<file path="src/rtl/urm_pkg.sv">
// Shared definitions for the ultrasonic range module front end: sequencer
// state encoding, default clock rate and microsecond counter widths.
package urm_pkg;

  typedef enum logic [2:0] {
    StIdle,
    StTrig,
    StWaitRise,
    StWaitFall,
    StHoldoff
  } urm_state_e;

  localparam int unsigned CLK_HZ_DEFAULT = 50_000_000;

  // Microsecond-resolution counter widths.
  localparam int unsigned TimerW  = 15;
  localparam int unsigned PeriodW = 17;

  function automatic int unsigned cnt_width(input int unsigned n);
    return (n > 1) ? $clog2(n) : 1;
  endfunction

endpackage

</file>
<file path="src/rtl/urm_if.sv">
// Control/status bundle between the range-module sequencer and its user.
interface urm_if;
  logic enable;
  logic echo;
  logic trigger;
  logic busy;
  logic done;
  logic timeout;
  logic echo_sync;

  modport slave (
    input  enable,
    input  echo,
    output trigger,
    output busy,
    output done,
    output timeout,
    output echo_sync
  );

  modport master (
    output enable,
    output echo,
    input  trigger,
    input  busy,
    input  done,
    input  timeout,
    input  echo_sync
  );
endinterface

</file>
<file path="src/rtl/urm_us_tick.sv">
// Microsecond prescaler: one-clock tick every DIV clocks, restartable by a
// synchronous clear so the next tick is a full period away.
module urm_us_tick
  import urm_pkg::*;
#(
  parameter int unsigned DIV = 50
) (
  input  logic clk_i,
  input  logic rst_ni,
  input  logic clr_i,
  output logic tick_o
);

  localparam int unsigned     CntW = cnt_width(DIV);
  localparam logic [CntW-1:0] Last = CntW'(DIV - 1);

  logic [CntW-1:0] cnt_q, cnt_d;

  assign tick_o = (cnt_q == Last);

  always_comb begin
    cnt_d = cnt_q + 1'b1;
    if (clr_i || tick_o) begin
      cnt_d = '0;
    end
  end

  always_ff @(posedge clk_i or negedge rst_ni) begin
    if (!rst_ni) begin
      cnt_q <= '0;
    end else begin
      cnt_q <= cnt_d;
    end
  end

endmodule

</file>
<file path="src/rtl/urm_trigger.sv">
// Ultrasonic range module sequencer: fires the trigger pulse, supervises the
// echo rise/fall windows and paces measurements to a minimum period.
module urm_trigger
  import urm_pkg::*;
#(
  parameter int unsigned CLK_HZ     = CLK_HZ_DEFAULT,
  parameter int unsigned TRIG_US    = 10,
  parameter int unsigned TIMEOUT_US = 30000,
  parameter int unsigned PERIOD_US  = 60000
) (
  input logic  clk_i,
  input logic  rst_ni,
  urm_if.slave bus_io
);

  localparam int unsigned        Div     = CLK_HZ / 1_000_000;
  localparam logic [TimerW-1:0]  TrigLim = TimerW'(TRIG_US);
  localparam logic [TimerW-1:0]  ToLim   = TimerW'(TIMEOUT_US);
  localparam logic [PeriodW-1:0] PerLim  = PeriodW'(PERIOD_US);

  urm_state_e         state_q, state_d;
  logic [TimerW-1:0]  timer_q, timer_d, timer_lim;
  logic [PeriodW-1:0] period_q, period_d;
  logic               echo_meta_q, echo_sync_q;
  logic               trigger_q, trigger_d;
  logic               done_q, done_d;
  logic               timeout_q, timeout_d;
  logic               state_chg;
  logic               tick;

  assign state_chg = (state_d != state_q);

  urm_us_tick #(
    .DIV (Div)
  ) u_us_tick (
    .clk_i  (clk_i),
    .rst_ni (rst_ni),
    .clr_i  (state_chg),
    .tick_o (tick)
  );

  always_comb begin
    state_d   = state_q;
    trigger_d = 1'b0;
    done_d    = 1'b0;
    timeout_d = 1'b0;
    unique case (state_q)
      StIdle: begin
        if (bus_io.enable && !echo_sync_q) state_d = StTrig;
      end
      StTrig: begin
        if (timer_q == TrigLim) state_d = StWaitRise;
        else                    trigger_d = 1'b1;
      end
      StWaitRise: begin
        if (echo_sync_q) begin
          state_d = StWaitFall;
        end else if (timer_q == ToLim) begin
          state_d   = StHoldoff;
          timeout_d = 1'b1;
        end
      end
      StWaitFall: begin
        // Echo edge takes priority over a timeout in the same clock.
        if (!echo_sync_q) begin
          state_d = StHoldoff;
          done_d  = 1'b1;
        end else if (timer_q == ToLim) begin
          state_d   = StHoldoff;
          timeout_d = 1'b1;
        end
      end
      StHoldoff: begin
        if (period_q == PerLim) begin
          state_d = (bus_io.enable && !echo_sync_q) ? StTrig : StIdle;
        end
      end
      default: state_d = StIdle;
    endcase
  end

  assign timer_lim = (state_q == StTrig) ? TrigLim : ToLim;

  always_comb begin
    timer_d = timer_q;
    if (state_chg) begin
      timer_d = '0;
    end else if (tick && (timer_q != timer_lim)) begin
      timer_d = timer_q + 1'b1;
    end

    period_d = period_q;
    if ((state_d == StTrig) && (state_q != StTrig)) begin
      period_d = '0;
    end else if (tick && (period_q != PerLim)) begin
      period_d = period_q + 1'b1;
    end
  end

  always_ff @(posedge clk_i or negedge rst_ni) begin
    if (!rst_ni) begin
      state_q     <= StIdle;
      timer_q     <= '0;
      period_q    <= '0;
      echo_meta_q <= 1'b0;
      echo_sync_q <= 1'b0;
      trigger_q   <= 1'b0;
      done_q      <= 1'b0;
      timeout_q   <= 1'b0;
    end else begin
      state_q     <= state_d;
      timer_q     <= timer_d;
      period_q    <= period_d;
      echo_meta_q <= bus_io.echo;
      echo_sync_q <= echo_meta_q;
      trigger_q   <= trigger_d;
      done_q      <= done_d;
      timeout_q   <= timeout_d;
    end
  end

  assign bus_io.trigger   = trigger_q;
  assign bus_io.busy      = (state_q != StIdle);
  assign bus_io.done      = done_q;
  assign bus_io.timeout   = timeout_q;
  assign bus_io.echo_sync = echo_sync_q;

endmodule

</file>
<file path="src/flat_wrapper.sv">
// flat-port wrapper written by rule: the top's interface ports become plain ports
module urm_trigger_flat import urm_pkg::*;
#(
  parameter int unsigned CLK_HZ     = CLK_HZ_DEFAULT,
  parameter int unsigned TRIG_US    = 10,
  parameter int unsigned TIMEOUT_US = 30000,
  parameter int unsigned PERIOD_US  = 60000
)
  (clk_i, rst_ni, bus_io_enable, bus_io_echo, bus_io_trigger, bus_io_busy, bus_io_done, bus_io_timeout, bus_io_echo_sync);
  urm_if bus_io_i ();
  input logic clk_i;
  input logic rst_ni;
  input wire logic [$bits(bus_io_i.enable)-1:0] bus_io_enable;
  input wire logic [$bits(bus_io_i.echo)-1:0] bus_io_echo;
  output wire logic [$bits(bus_io_i.trigger)-1:0] bus_io_trigger;
  output wire logic [$bits(bus_io_i.busy)-1:0] bus_io_busy;
  output wire logic [$bits(bus_io_i.done)-1:0] bus_io_done;
  output wire logic [$bits(bus_io_i.timeout)-1:0] bus_io_timeout;
  output wire logic [$bits(bus_io_i.echo_sync)-1:0] bus_io_echo_sync;
  assign bus_io_i.enable = bus_io_enable;
  assign bus_io_i.echo = bus_io_echo;
  assign bus_io_trigger = bus_io_i.trigger;
  assign bus_io_busy = bus_io_i.busy;
  assign bus_io_done = bus_io_i.done;
  assign bus_io_timeout = bus_io_i.timeout;
  assign bus_io_echo_sync = bus_io_i.echo_sync;
  urm_trigger #(.CLK_HZ(CLK_HZ), .TRIG_US(TRIG_US), .TIMEOUT_US(TIMEOUT_US), .PERIOD_US(PERIOD_US)) u_core (.clk_i(clk_i), .rst_ni(rst_ni), .bus_io(bus_io_i));
endmodule
</file>
<file path="config.mk">
export PLATFORM = sky130hd
export DESIGN_NAME = urm_trigger_flat
export DESIGN_NICKNAME = d
export VERILOG_FILES = /design/src/rtl/urm_pkg.sv /design/src/rtl/urm_if.sv /design/src/rtl/urm_us_tick.sv /design/src/rtl/urm_trigger.sv /design/src/flat_wrapper.sv
export SDC_FILE = /design/constraint.sdc
export NUM_CORES = 1
export LEC_CHECK = 0
export ABC_AREA = 1
export BUFFER_PORTS_ARGS = -buffer_cell sky130_fd_sc_hd__buf_4
export CORE_ASPECT_RATIO = 0.7
export CORE_UTILIZATION = 60
export CTS_CLUSTER_SIZE = 24
export DETAILED_ROUTE_END_ITERATION = 7
export PLACE_DENSITY = 0.89
export SYNTH_ARGS = -nofsm -noshare
export SYNTH_HDL_FRONTEND = slang
export SYNTH_SLANG_ARGS = --single-unit
export TNS_END_PERCENT = 10
</file>
<file path="constraint.sdc">
create_clock -name clk_i -period 2.5 [get_ports clk_i]
set_clock_uncertainty 0.05 [all_clocks]
set_input_delay 0.375 -clock clk_i [delete_from_list [all_inputs] [get_ports clk_i]]
set_output_delay 0.375 -clock clk_i [all_outputs]
set_load 0.02 [all_outputs]
</file>
== After elaboration in Yosys (flattened, before gate mapping) ==
Cells that the tools add are included.
Widths: inputs -> output; s select.

* Register bits: 46
* Logic and storage cells: 57
* Output and inout bits: 5
* Bits of input ports: 4

* Equal/unequal tests: 13
* Reduce and logical (&&, ||, !) cells: 10
* $add $sub $neg: 3
* Mux-type cells: 22

{| class="wikitable"
|+ Operators by type and width
! cell !! count
|-
| $mux 15 || 3
|-
| $mux 17 || 2
|-
| $mux 3 || 6
|-
| $add 17x1->17 const B || 1
|-
| $eq 17x16->1 const B || 1
|-
| $ne 17x16->1 const B || 1
|-
| $add 15x1->15 const B || 1
|-
| $eq 15x15->1 const B || 1
|-
| $eq 15x4->1 const B || 1
|-
| $ne 15x15->1 || 1
|-
| $pmux 3 s5 || 1
|-
| $mux 1 || 8
|-
| $add 6x1->6 const B || 1
|-
| $eq 3x1->1 const B || 2
|-
| $eq 3x2->1 const B || 2
|-
| $eq 6x6->1 const B || 1
|-
| $mux 6 || 1
|-
| $logic_and 1x1->1 || 4
|-
| $reduce_bool 2->1 || 2
|-
| $eq 3x3->1 const B || 1
|-
| $logic_not 3->1 || 1
|-
| $ne 3x1->1 const B || 1
|-
| $ne 3x3->1 || 1
|-
| $reduce_bool 3->1 || 1
|-
| other kinds (3) || 3
|}

== Depth between registers and ports, before layout ==
Gate-level depths: netlist of the first run.

* Word-level depth: 8
* Depth in mapped cells: 14
* Gate-level depth less buffers: 13

== By module ==
Synthesis of the first run repeated with hierarchy kept, for this count alone.

* Cell total of the unflattened synthesis: 403
* Area, all modules: 2992.9 um^2

{| class="wikitable"
|+ By module, submodules not included
! module !! sequential area each (um^2) !! cells each !! area an instance (um^2) !! instances
|-
| urm_trigger || 1001.0 || 366 || 2656.3 || 1
|-
| urm_us_tick || 150.1 || 37 || 336.6 || 1
|}

== Worst setup path before layout of the first run ==
No wires, ideal clock.

* Path kind: reg-to-reg
* Start point: register u_core.timer_q[0]
* End point: register u_core.timer_q[4]
* Stages on the path, launching flop included: 15
* Arrival time: 1.657 ns
* Period minus slack after synthesis: 1.826 ns
* Setup time: 0.119 ns
* Path buffers: 1
* Setup slack: 0.674 ns
* Cells stage by stage: dfrtp_1 -> inv_1 -> ha_1 -> inv_1 -> nor2_1 -> nand2_1 -> nor2_2 -> nand2_2 -> nand2_2 -> nand2_2 -> a31oi_4 -> inv_2 -> nand2_4 -> buf_12 -> nor2_2

* Longest elaborated chain between the ends: 6

{| class="wikitable"
|+ RTL lines
! what !! line !! text
|-
| start: declaration || urm_trigger.sv:22 || <nowiki>logic [TimerW-1:0] timer_q, timer_d, timer_lim;</nowiki>
|-
| start signal: assignment || urm_trigger.sv:112 || <nowiki>timer_q <= timer_d;</nowiki>
|-
| $eq 15x15->1 || urm_trigger.sv:58, urm_trigger.sv:68 ||
|-
| $mux 3 || urm_trigger.sv:58, urm_trigger.sv:68 ||
|-
| $mux 3, on equally long branches || urm_trigger.sv:65, urm_trigger.sv:56 ||
|-
| $pmux 3 s5 || urm_trigger.sv:47 || <nowiki>unique case (state_q)</nowiki>
|-
| $ne 3x3->1 || urm_trigger.sv:31 || <nowiki>assign state_chg = (state_d != state_q);</nowiki>
|-
| $mux 15 / $reduce_bool 2->1 (equally long branches) || - ||
|}

Several ways; a longest one is shown, not always the timed one. The select of a mux whose other input is x is not followed.
A chain may end at the register's enable or synchronous reset.

== Worst setup path after layout of the first run ==
* Start point: register u_core.timer_q[0]
* End point: register u_core.timer_q[0]

Same word-level chain as after synthesis.

==> results of run 1 <==
sequential cells by signal (all words and copies together) (netlist names):
signal / count
u_core.timer_q: 15
u_core.u_us_tick.cnt_q: 6
u_core.bus_io.trigger: 1
u_core.bus_io.timeout: 1
u_core.bus_io.done: 1
u_core.state_q: 3
u_core.period_q: 17
u_core.bus_io.echo_sync: 1
u_core.echo_meta_q: 1
cell families (layout without fill, tap and decap cells):
| group | Yosys count | after routing |
|---|---|---|
| xor+xnor | 22 | 22 |
| fa+ha+maj | 7 | 7 |
| flops | 46 | 46 |
| buf+inv | 65 | 77 |
| simple gates | 226 | 226 |
| compound gates | 15 | 15 |
routing by layer:
| layer | vias up | GRT usage [%] | share of wire [%] |
|---|---|---|---|
| met5 | - | 0 | 0 |
| met3 | 4 | 7.18 | 10 |
| li1 | 1221 | - | - |
| met4 | 0 | 6.78 | 0.66 |
| met2 | 124 | 37.4 | 40 |
| met1 | 1139 | 41.3 | 49 |
where the power goes:
group / leakage (nW) / switching, mW / internal, mW
clock: 0.0585 / 0.268 / 0.300
combinational: 0.887 / 0.0164 / 0.00411
sequential: 0.568 / 0.00130 / 0.745
cells in the final DEF, fill, tap and decap left out, types with 3 or more instances in the layout:
master,synthesis,layout
sky130_fd_sc_hd__inv_1,48,48
sky130_fd_sc_hd__nor4_1,4,4
sky130_fd_sc_hd__clkbuf_8,0,5
sky130_fd_sc_hd__nor2_1,60,60
sky130_fd_sc_hd__nor2_2,14,14
sky130_fd_sc_hd__buf_4,0,9
sky130_fd_sc_hd__xnor2_1,3,3
sky130_fd_sc_hd__dfrtp_1,46,46
sky130_fd_sc_hd__o21ai_0,9,9
sky130_fd_sc_hd__nand2_2,8,8
sky130_fd_sc_hd__nor2_4,3,3
sky130_fd_sc_hd__xor2_1,19,19
sky130_fd_sc_hd__nand2_4,3,3
sky130_fd_sc_hd__nand2_1,67,67
sky130_fd_sc_hd__ha_1,7,7
sky130_fd_sc_hd__nand4_1,14,14
sky130_fd_sc_hd__nor3_1,9,9
sky130_fd_sc_hd__nand3_1,35,35
sky130_fd_sc_hd__inv_2,9,9
synth_stat cells:
| master | number | area [um2] |
|---|---|---|
| sky130_fd_sc_hd__inv_1 | 48 | 180 |
| sky130_fd_sc_hd__nor4b_1 | 1 | 8.76 |
| sky130_fd_sc_hd__clkinv_1 | 2 | 7.51 |
| sky130_fd_sc_hd__nor3_1 | 9 | 45.0 |
| sky130_fd_sc_hd__xnor2_1 | 3 | 26.3 |
| sky130_fd_sc_hd__nor3_2 | 1 | 10.0 |
| sky130_fd_sc_hd__nand3_1 | 35 | 175 |
| sky130_fd_sc_hd__clkinv_2 | 1 | 5.00 |
| sky130_fd_sc_hd__nand3_2 | 2 | 20.0 |
| sky130_fd_sc_hd__xor2_1 | 19 | 166 |
| sky130_fd_sc_hd__nor2_2 | 14 | 87.6 |
| sky130_fd_sc_hd__o211ai_1 | 1 | 7.51 |
| sky130_fd_sc_hd__nor4_1 | 4 | 25.0 |
| sky130_fd_sc_hd__nand2_2 | 8 | 50.1 |
| sky130_fd_sc_hd__buf_12 | 1 | 20.0 |
| sky130_fd_sc_hd__o21ai_1 | 2 | 10.0 |
| sky130_fd_sc_hd__inv_2 | 9 | 33.8 |
| sky130_fd_sc_hd__dfrtp_1 | 46 | 1150 |
| sky130_fd_sc_hd__a21oi_1 | 2 | 10.0 |
| sky130_fd_sc_hd__ha_1 | 7 | 87.6 |
| sky130_fd_sc_hd__nor3b_1 | 2 | 15.0 |
| sky130_fd_sc_hd__buf_6 | 1 | 11.3 |
| sky130_fd_sc_hd__nor2_4 | 3 | 33.8 |
| sky130_fd_sc_hd__nor2_1 | 60 | 225 |
| sky130_fd_sc_hd__o21ai_0 | 9 | 45.0 |
| sky130_fd_sc_hd__nand3b_1 | 2 | 15.0 |
| sky130_fd_sc_hd__nand4_1 | 14 | 87.6 |
| sky130_fd_sc_hd__a31oi_4 | 1 | 21.3 |
| sky130_fd_sc_hd__nand2_4 | 3 | 33.8 |
| sky130_fd_sc_hd__nand2_1 | 67 | 251 |
| sky130_fd_sc_hd__and3_1 | 1 | 6.26 |
| sky130_fd_sc_hd__buf_2 | 3 | 15.0 |
critical path, cell delays in order (launching register included):
cell,delay (ns)
sky130_fd_sc_hd__dfrtp_1,0.42
sky130_fd_sc_hd__inv_1,0.14
sky130_fd_sc_hd__ha_1,0.16
sky130_fd_sc_hd__inv_1,0.03
sky130_fd_sc_hd__nor2_1,0.11
sky130_fd_sc_hd__nand2_1,0.09
sky130_fd_sc_hd__nor2_2,0.15
sky130_fd_sc_hd__nand3_2,0.13
sky130_fd_sc_hd__nand3_1,0.09
sky130_fd_sc_hd__o21ai_1,0.07
sky130_fd_sc_hd__nand2_2,0.10
sky130_fd_sc_hd__clkinv_1,0.10
sky130_fd_sc_hd__nand2_4,0.18
sky130_fd_sc_hd__nor3_1,0.07
worst paths after layout:
| check | startpoint | to | slack (ns) | cells past startpoint |
|---|---|---|---|---|
| max reg2reg | u_core.timer_q[0] | u_core.timer_q[0] | 0.48 | 13 |
| min reg2reg | u_core.echo_meta_q | u_core.bus_io.echo_sync | 0.31 | 0 |
| min in group clk_i | bus_io_echo | u_core.echo_meta_q | 0.13 | 1 |
| max in group asynchronous | rst_ni | u_core.timer_q[1] | 2.00 | 1 |
| max | u_core.timer_q[0] | u_core.timer_q[0] | 0.48 | 13 |
| min | rst_ni | u_core.bus_io.timeout | -0.0006 | 1 |
area by class of cell:
class | instances | area, um2 | area share (%)
inverters | 60 | 226 | 7.33
clock inverters | 3 | 43.8 | 1.42
repair buffers | 9 | 67.6 | 2.19
well taps | 55 | 68.8 | 2.23
multi-input cells | 270 | 1460 | 47.4
clock buffers | 5 | 68.8 | 2.23
flip-flops and latches | 46 | 1150 | 37.2
stage by stage:
step	setup slack (ns)	util (%)	cell area (um2)	power [mW]	hold WS [ns]
floorplan	0.674	-	2890	0.763	0.0294
global placement	0.570	66.5	2980	0.783	0.287
detailed placement	0.524	66.5	2980	0.783	0.291
CTS	0.485	69.0	3090	1.35	0.0214
global route	0.219	69.0	3090	1.37	0.0445
finish	0.480	69.0	3090	1.33	-0.000581
==> results.cfg, run 1 <==
[clock_network]
post_cts.resized_instances = 0
insertion_delay_ns = 0.31
cts_tree = yes
holdBufCountCts = 0
maximum_count_of_clock_buffers_along_a_single_path = 2
cts_inserted_buffers = 5
clk_pin_slew_worst_paths_ns = 0.10
ctsRootBufferMaster = sky130_fd_sc_hd__clkbuf_8
cts_num_sinks = 46
postCtsSetupBuffers = 0
htree_num_levels = 2

[timing]
timing.final.max_slew_violations = 0
max-slew-margin-rel_pct = 62.2
tns_ns = 0
finalCriticalPeriod_ns = 2.02
fin_worst_hold_slack_ns = -0.000581
rsz0062_at_grt = false
timing.final.crit_share_pct = 80.8
worstMarginPinSlew_ns = 0.567
setup-violations-final = 0
maxClockFrequency_ghz = 0.495
hold_violations = 1

[drt]
routed-via-count = 2488
post_drt_wl_per_cell_um = 13.8
drc = 2
dr.pass1.iters = 7
drtAntennaViolNets = 0
detail_route.wirelength_mm = 6.19
drt_iter0_markers = 256
routed_via_density = 5.55

[global_routing]
antenna_found_initial = 0
track_usage_pct = 26.9
grt_first_pass_wirelength_mm = 10.4
grt_pass1_vias = 2238
grt_start_max_net_pins = 47
grt_overflow_total = 0

[placed_design]
detailed_place_hpwl_mm = 4.59
gp_routability_congestion = 1.07
portBuffers = 8
place_inst = 440

[logic_synthesis]
synthSimpleGateAreaFrac_pct = 37.7
synth_area_per_cell_um2 = 7.58
synth.distinct_cells = 32
synth-seq-cells = 46
synth_mux_area_share_pct = 0
synth.net_count = 392
synthesis.instances = 381
synth_compound_gate_area_share_pct = 3.25
xor_xnor_share_of_the_synthesized_area_pct = 6.67
syn_area_um2 = 2890
synth_top_family_by_area = simple AND/OR/NAND/NOR gates
yosys.area_share.adder_pct = 3.03
seq_area_frac_synth_pct = 39.9
ys_warn_count = 0

[setup_path]
timing.critical_path.arrival_ns = 2.16
worstPathRequired_ns = 2.64
timing_worst_setup_path_type = reg2reg
timing.critical_path.fanout_max = 12
start_kind = register
worstSetupEndpointType = register

[cells_and_area]
share_of_cells_above_drive_strength_1_pct = 15.0
fillCellCount = 343
antennaDiodeCount = 0
flow.area_growth_from_synthesis_pct = 7.02
stdcell_count = 448
net_total_in_the_final_layout = 403

[status]
violated_checks = design-rule violations, negative hold slack
outcome = complete, but fails checks

[die]
die-area_um2 = 5100
die_width_um = 84.9
num_rows = 20
pin_count = 9
core_region_area_um2 = 4480
start_util_pct = 64.5
die_h_um = 60.0

[power]
pwr_density_cell_nw_per_um2 = 432
power.ir.vdd_worst_mv = 0.351
static-leakage-power_nw = 1.51

[job]
maxCapViolations = 0

[hold_path]
hold_class = in2async
No activity file was read; power rests on OpenSTA's default activity.
==> inputs of run 2 (changes only) <==
CORE_UTILIZATION = 56   (was 60)
PLACE_DENSITY = 0.88   (was 0.89)
clock period = 1.8 ns   (was 2.5 ns; I/O delays follow)
==> results.cfg, run 2 (synthesized netlist as in run 1, its figures left out) <==
[drt]
routed_via_density = 5.75
detail_route.wirelength_mm = 7.59
post_drt_wl_per_cell_um = 15.4
drc = 0
dr.pass1.iters = 6
routed-via-count = 2831
drtAntennaViolNets = 0
drt_iter0_markers = 427

[hold_path]
holdCritStartpoint = bus_io_echo
hold_class = in2reg
min_path_cells = 1
hold-path-endpoint = u_core.echo_meta_q

[cells_and_area]
mostFrequentLayoutCells = 62 x sky130_fd_sc_hd__nand2_1, 56 x sky130_fd_sc_hd__nor2_1, 46 x sky130_fd_sc_hd__dfrtp_1, 44 x sky130_fd_sc_hd__inv_1, 35 x sky130_fd_sc_hd__buf_4
reg.largest.list = u_core.period_q x17, u_core.timer_q x15, u_core.u_us_tick.cnt_q x6
antennaDiodeCount = 0
post-route-util_pct = 71.5
number_of_flip_flops_under_the_largest_register_name = 17
regArea_um2 = 1150
net_total_in_the_final_layout = 433
flow.area_growth_from_synthesis_pct = 20.4
multiInputGateArea_um2 = 1600
fillCellCount = 330
mostFrequentLayoutCell = sky130_fd_sc_hd__nand2_1
share_of_cells_above_drive_strength_1_pct = 26.5
regMostFlops = u_core.period_q

[placed_design]
pre_cts_slack_ns = -0.100
gp_routability_congestion = 0.963
detailed_place_hpwl_mm = 5.06
portBuffers = 8

[timing]
timing.final.max_slew_violations = 0
fin_ws_ns = -0.128
rsz0062_at_grt = true
tns_ns = -1.87
maxClockFrequency_ghz = 0.519
timing.final.crit_share_pct = 107
finalCriticalPeriod_ns = 1.93
hold_violations = 0
fin_worst_hold_slack_ns = 0.0145
worstMarginPinSlew_ns = 0.588
setup-violations-final = 23
max-slew-margin-rel_pct = 60.8

[global_routing]
grt_start_max_net_pins = 47
grt_pass1_vias = 2452
grt_overflow_total = 0
grt_first_pass_wirelength_mm = 11.5
antenna_found_initial = 0
track_usage_pct = 28.6

[clock_network]
htree_num_levels = 2
ctsRootBufferMaster = sky130_fd_sc_hd__clkbuf_8
maximum_count_of_clock_buffers_along_a_single_path = 2
insertion_delay_ns = 0.30
clk_pin_slew_worst_paths_ns = 0.09
cts_num_sinks = 46
cts_inserted_buffers = 5
cts_tree = yes

[die]
start_util_pct = 59.4
core_region_area_um2 = 4860
die_h_um = 62.1
num_rows = 21
die_width_um = 87.8
pin_count = 9
die-area_um2 = 5450

[setup_path]
crit_buf_inv = 2
critical-path-top-cell-by-count = sky130_fd_sc_hd__nand2_2
crit-reg2reg-launch = u_core.timer_q[1]
timing_worst_setup_path_type = reg2reg
cpLargestDelayFamily = simple AND/OR/NAND/NOR gates
r2r_setup_slack_ns = -0.13
timing.critical_path.arrival_ns = 2.08
timing.rr.end = u_core.timer_q[0]
start_kind = register
worstSetupEndpointType = register
timing.critical_path.slowest_stage_cell = sky130_fd_sc_hd__dfrtp_1
timing.critical_path.slowest_cell_delay_ns = 0.41
worstPathRequired_ns = 1.95
timing.critical_path.fanout_max = 6
worst-r2r-cell-count = 11
path_cells = buf_4 > ha_1 > nand3_1 > nor2_1 > nand3b_1 > nand2_2 > nand2_2 > a31oi_4 > inv_4 > nand2_8 > nor3_2

[power]
static-leakage-power_nw = 1.67
pwr_density_cell_nw_per_um2 = 501
power.ir.vdd_worst_mv = 0.260
post-layout-total-power_mw = 1.74

[status]
outcome = complete, but fails checks
violated_checks = negative setup slack

[job]
maxCapViolations = 0
run 2: cell count changes in the layout (fill, tap and decap cells not counted), sizes merged:
cell | previous run | this run
bufinv | 1 | 0
clkbuf | 5 | 7
inv | 58 | 57
dlygate4sd3 | 0 | 1
buf | 9 | 37
nand2 | 78 | 79
run 2: worst max path at each step:
stage                                          from                   to  cells past startpoint
final                             u_core.timer_q[1]    u_core.timer_q[0]                     11
after detailed placement          u_core.timer_q[1]    u_core.timer_q[1]                     13
after CTS                 u_core.u_us_tick.cnt_q[1]  u_core.period_q[11]                     11
after floorplan                   u_core.timer_q[0]    u_core.timer_q[4]                     14
after global placement            u_core.timer_q[0]    u_core.timer_q[0]                     13
after global routing              u_core.timer_q[1]   u_core.timer_q[13]                     10
run 2: metal layers:
layer	wire length [um]	GRT usage, %	vias up
met1	3190	38.8	1332
met3	861	7.13	29
met2	3350	44.5	182
met4	189	11.7	0
li1	-	-	1288
met5	0	0	-
run 2: stage by stage:
| step | cell area (um2) | instances |
|---|---|---|
| global route | 3480 | 492 |
| CTS | 3370 | 492 |
| floorplan | 2890 | 381 |
| detailed placement | 3200 | 479 |
| finish | 3480 | 492 |
| global placement | 3200 | 479 |
run 2: what timing repair did:
item,4_1_cts,5_1_grt
pin swaps,5,17
gates cloned,1,0
hold endpoints to repair,46,0
resized for setup,13,28
endpoints found under the setup margin,36,39
hold buffers,1,0
buffers inserted,3,0
run 2: final cells by class:
cell class,count,area share [%]
Multi-Input combinational cell,271,46.1
Inverter,60,6.95
Clock inverter,1,0.144
Timing Repair Buffer,38,8.75
Clock buffer,7,2.48
Tap cell,69,2.48
Sequential cell,46,33.1
run 2: report_power, final:
part	total, mW	switching (mW)	internal [mW]
logic	0.0307	0.0236	0.00713
registers	1.04	0.00180	1.03
clock network	0.675	0.364	0.311
